==> src/rtl/rdr_fifo.sv <==
// Receive data register backed by a circular FWFT FIFO, with sticky overrun
// and frame-error status for the UART receive path.
module rdr_fifo #(
   parameter int DATA_SIZE  = 7,
   parameter int DEPTH_LOG2 = 3
) (
   input  logic                  clk,
   input  logic                  res,
   input  logic [DATA_SIZE-1:0]  d_i,
   input  logic                  data_ready,
   input  logic                  frame_error,
   output logic                  data_read_ack,
   input  logic                  rd_en,
   output logic [DATA_SIZE-1:0]  d_o,
   output logic                  empty,
   output logic                  full,
   output logic [DEPTH_LOG2:0]   count,
   output logic                  overrun,
   output logic                  frame_err_flag,
   input  logic                  err_clr
);

   // Handshake: data_ready is a one-cycle push strobe with no back-pressure;
   // data_read_ack pulses the cycle after a character is stored. rd_en pops the
   // head only while empty is low; d_o is valid whenever empty is low.
   localparam int                  DEPTH    = 1 << DEPTH_LOG2;
   localparam logic [DEPTH_LOG2:0] CNT_FULL = (DEPTH_LOG2 + 1)'(DEPTH);
   localparam logic [DEPTH_LOG2:0] CNT_ONE  = (DEPTH_LOG2 + 1)'(1);
   localparam logic [DEPTH_LOG2-1:0] PTR_ONE = DEPTH_LOG2'(1);

   logic [DATA_SIZE-1:0]  mem_q [DEPTH];
   logic [DEPTH_LOG2-1:0] wr_ptr_q, wr_ptr_d;
   logic [DEPTH_LOG2-1:0] rd_ptr_q, rd_ptr_d;
   logic [DEPTH_LOG2:0]   count_q, count_d;
   logic                  ack_q, ack_d;
   logic                  overrun_q, overrun_d;
   logic                  ferr_q, ferr_d;
   logic                  push, pop;

   assign empty = (count_q == '0);
   assign full  = (count_q == CNT_FULL);

   always_comb begin
      push      = data_ready && !frame_error && !full;
      pop       = rd_en && !empty;
      wr_ptr_d  = wr_ptr_q;
      rd_ptr_d  = rd_ptr_q;
      count_d   = count_q;
      ack_d     = push;
      if (push) wr_ptr_d = wr_ptr_q + PTR_ONE;
      if (pop)  rd_ptr_d = rd_ptr_q + PTR_ONE;
      case ({push, pop})
         2'b10:   count_d = count_q + CNT_ONE;
         2'b01:   count_d = count_q - CNT_ONE;
         default: count_d = count_q;
      endcase
      // A new error event in the clearing cycle keeps the flag set.
      overrun_d = (overrun_q && !err_clr) || (data_ready && !frame_error && full);
      ferr_d    = (ferr_q && !err_clr) || (data_ready && frame_error);
   end

   always_ff @(posedge clk) begin
      if (res) begin
         wr_ptr_q  <= '0;
         rd_ptr_q  <= '0;
         count_q   <= '0;
         ack_q     <= 1'b0;
         overrun_q <= 1'b0;
         ferr_q    <= 1'b0;
         for (int i = 0; i < DEPTH; i++) mem_q[i] <= '0;
      end else begin
         wr_ptr_q  <= wr_ptr_d;
         rd_ptr_q  <= rd_ptr_d;
         count_q   <= count_d;
         ack_q     <= ack_d;
         overrun_q <= overrun_d;
         ferr_q    <= ferr_d;
         if (push) mem_q[wr_ptr_q] <= d_i;
      end
   end

   assign d_o            = mem_q[rd_ptr_q];
   assign count          = count_q;
   assign data_read_ack  = ack_q;
   assign overrun        = overrun_q;
   assign frame_err_flag = ferr_q;

endmodule

==> config.mk <==
export PLATFORM = sky130hd
export DESIGN_NAME = rdr_fifo
export DESIGN_NICKNAME = d
export VERILOG_FILES = /design/src/rtl/rdr_fifo.sv
export SDC_FILE = /design/constraint.sdc
export NUM_CORES = 1
export LEC_CHECK = 0
export ABC_AREA = 1
export CAP_MARGIN = 15
export CELL_PAD_IN_SITES_DETAIL_PLACEMENT = 1
export CELL_PAD_IN_SITES_GLOBAL_PLACEMENT = 2
export CORE_MARGIN = 5
export CORE_UTILIZATION = 33
export CTS_CLUSTER_DIAMETER = 200
export DETAILED_ROUTE_END_ITERATION = 16
export HOLD_SLACK_MARGIN = 0.05
export PLACE_DENSITY = 0.83
export REMOVE_ABC_BUFFERS = 1
export SLEW_MARGIN = 20
export SYNTH_ARGS = -nofsm -noshare
export SYNTH_HDL_FRONTEND = slang
export SYNTH_SLANG_ARGS = --single-unit
==> constraint.sdc <==
create_clock -name clk -period 1.7 [get_ports clk]
set_input_delay 0.17 -clock clk [delete_from_list [all_inputs] [get_ports clk]]
set_output_delay 0.17 -clock clk [all_outputs]
set_load 0.02 [all_outputs]
==> flow_metrics.env <==
export IMPL_die_area_um2=12000
export IMPL_multiInputGateArea_um2=1330
export IMPL_die_h_um=110
export IMPL_grt_usage=0.161
export IMPL_cts_clk_slew_worst_paths_ps=80
export IMPL_initial_utilization=0.337
export IMPL_drt_initial_drc_count=54
export IMPL_synth_area_per_cell_um2=9.60
export IMPL_regArea_um2=2010
export IMPL_power_switching_mw=2.14
export IMPL_synthFlopType="edfxtp_1"
export IMPL_overflow=0
export IMPL_vias=2680
export IMPL_cpMostUsedCell="nand2_1"
export IMPL_post_dp_cell_area_um2=4090
export IMPL_h_tree_depth=3
export IMPL_hold_viol=0
export IMPL_cap_violations=0
export IMPL_final_nets=445
export IMPL_dp_hpwl_mm=6.26
export IMPL_critical_path_max_fanout=8
export IMPL_violations="negative setup slack"
export IMPL_utilization=0.480
export IMPL_drive_gt1_frac=0.315
export IMPL_portBuffers=28
export IMPL_routed_wl_mm=9.07
export IMPL_ir_drop_mv=0.687
export IMPL_power_frac_comb=0.449
export IMPL_avgViaCountPerCell=4.74
export IMPL_max_slew_margin=0.753
export IMPL_rsz0062_at_grt="yes"
export IMPL_crit_chain="buf_12 -> buf_8 -> mux2i_4 -> o22ai_2 -> nand2_1 -> nand2_1 -> buf_6"
export IMPL_cts_tree="yes"
export IMPL_p_int_mw=3.90
export IMPL_io_pins=29
export IMPL_cts_buffer_depth=2
export IMPL_syn_to_final_growth_pct=42.3
export IMPL_setup_viol=8
export IMPL_wl_per_cell_um=16.1
export IMPL_dpl_cell_count=534
export IMPL_end_kind="output pin"
export IMPL_tightest_slew_ps=370
export IMPL_core_um2=9730
export IMPL_finalCriticalPeriod_ps=1790
export IMPL_cts_root_buf="clkbuf_8"
export IMPL_grt_pass1_vias=2963
export IMPL_cp_slowest_cell="dfxtp_4"
export IMPL_drc_errors=0
export IMPL_yosys_top_cells_count="nor2_1 (96), edfxtp_1 (56), nand2_1 (47), o21ai_0 (37), inv_1 (29)"
export IMPL_clk_insertion_delay_late_ps=350
export IMPL_maxSlewViolCount=0
export IMPL_cp_buffers_inverters=3
export IMPL_synth_area_leaders="edfxtp_1 (51%), nor2_1 (11%), dfxtp_1 (9.8%), o21ai_0 (5.6%), nand2_1 (5.4%)"
export IMPL_synth_top_cell_area_share=0.512
export IMPL_synth_seq_area_share=0.610
export IMPL_grt_pass1_wl_mm=14.5
export IMPL_grt_max_degree=25
export IMPL_antenna_found_initial=0
export IMPL_cpPeakStageDelay_ps=410
export IMPL_gp_congestion=0.823
export IMPL_p_leak_nw=1.99
export IMPL_crit_required_ps=1530
export IMPL_clock_fmax_mhz=559
export IMPL_num_rows=36
export IMPL_dr_pass1_iters=4
export IMPL_clock_sinks=72
export IMPL_nFillCells=1115
export IMPL_yosysWarnings=0
export IMPL_synth_edf_count=56
export IMPL_design_area_um2=4670
export IMPL_timing_final_ws_setup_ps=-89.7
export IMPL_switching_share=0.355
export IMPL_p_clk_frac=0.190
export IMPL_ys_ff_latch=72
export IMPL_clock_skew_ps=11.9
export IMPL_synth_top_area_cell="edfxtp_1"
export IMPL_powerDensity_nw_per_um2=1290
export IMPL_numCtsBuffers=9
export IMPL_synthDistinctLibCells=22
export IMPL_antenna_cells=0
export IMPL_fin_crit_sh=1.05
export IMPL_start_kind="flop"
export IMPL_hold_slack_ps=425
export IMPL_stdcell_count=565
export IMPL_pre_cts_ws_ps=-397
export IMPL_syn_cell_area_um2=3280
export IMPL_die_width_um=110
export IMPL_critPathTopFamily="flip-flops"
export IMPL_ant_nets=0
export IMPL_critPathKind="reg -> out"
export IMPL_hp_class="in -> reg"
export IMPL_arrival_ps=1620
export IMPL_yosysMostFrequentCell="nor2_1"
export IMPL_status="complete, but fails checks"
export IMPL_synthArstFlopShare=0
export IMPL_power_frac_seq=0.361
export IMPL_syn_instance_count=342
[final timing paths]
| check | from | endpoint | slack (ps) | cells after the start |
|---|---|---|---|---|
| worst min register to register | frame_err_flag | frame_err_flag | 480 | 2 |
| worst max-delay path | flop | d_o[0] | -90 | 7 |
| worst min-delay path | data_ready | frame_err_flag | 430 | 3 |
| worst max register to register | count[0] | count[2] | -40 | 13 |
[layout make-up]
| class | count | share of cell area |
|---|---|---|
| Tap cell | 133 | 0.0356 |
| Timing Repair Buffer | 85 | 0.190 |
| Inverter | 31 | 0.0249 |
| Sequential cell | 72 | 0.431 |
| Clock buffer | 12 | 0.0289 |
| Multi-Input combinational cell | 228 | 0.285 |
| Clock inverter | 4 | 0.00456 |
[sequential cells by signal, summed over array words and instances, names as in the netlist, named ones only]
signal,cells
mem_q,56
overrun,1
wr_ptr_q,3
rd_ptr_q,3
frame_err_flag,1
count,4
data_read_ack,1
[power by group through the flow]
stage	combinational (mW)	sequential [mW]	clock [mW]
floorplan	0.916	2.31	0
global placement	2.02	2.17	0
detailed placement	2.08	2.17	0
CTS	2.40	2.16	1.17
global route	2.94	2.20	1.26
finish	2.71	2.18	1.15
[kinds of logic (layout without fill, tap and decap cells)]
family,Yosys count,count (layout),share of synthesized area
multiplexers,7,7,0.0214
adder cells (fa/ha/maj),5,5,0.0191
XOR/XNOR,2,2,0.00534
AO/OA/AOI/OAI,54,54,0.0858
AND/OR/NAND/NOR,160,160,0.208
flip-flops,72,72,0.610
buffers and inverters,42,132,0.0507
[metrics by stage]
stage / TNS, ps / power, mW
after floorplan: -2830 / 3.22
after global placement: -17190 / 4.19
after detailed placement: -24800 / 4.25
after CTS: -431 / 5.74
after global routing: -1230 / 6.40
final: -493 / 6.04
[worst reg2reg max path, cell delays in order, from the launching register on]
cell and delay (ps):
dfxtp_2 340, nor2_4 130, buf_6 110, nand3_4 70, nand2_4 90, ha_4 180
nand2_2 60, inv_2 80, nor2_4 50, ha_4 150, a21oi_2 110, xnor2_1 90
o21ai_1 130, inv_1 50
[cells in the final DEF (no fill, tap or decap), drive strengths merged]
cell type,Yosys,layout
clkbuf,4,14
ha,5,5
xnor2,2,2
clkinvlp,0,1
dlymetal6s2s,0,1
nor3,3,3
nor2,98,98
nand3,6,6
buf,7,64
o22ai,7,7
edfxtp,56,56
o21ai,37,37
mux2i,7,7
clkdlybuf4s50,0,18
clkinv,0,3
inv,31,31
nand2,52,52
a21o,1,1
dfxtp,16,16
nor3b,1,1
a21oi,9,9
[routing by layer]
metal,GRT usage,up-vias,share of wire
li1,-,1303,-
met1,0.178,1310,0.41
met2,0.298,52,0.54
met3,0.0276,15,0.032
met4,0.0712,0,0.022
met5,0,-,0
[timing repair]
item,CTS,global route
setup endpoints to repair,51,117
buffers inserted,9,4
hold endpoints to repair,0,0
pin swaps,12,19
resized for setup,92,47
cloned,1,1
hold buffers,0,0
(Power assumes the default switching activity.)
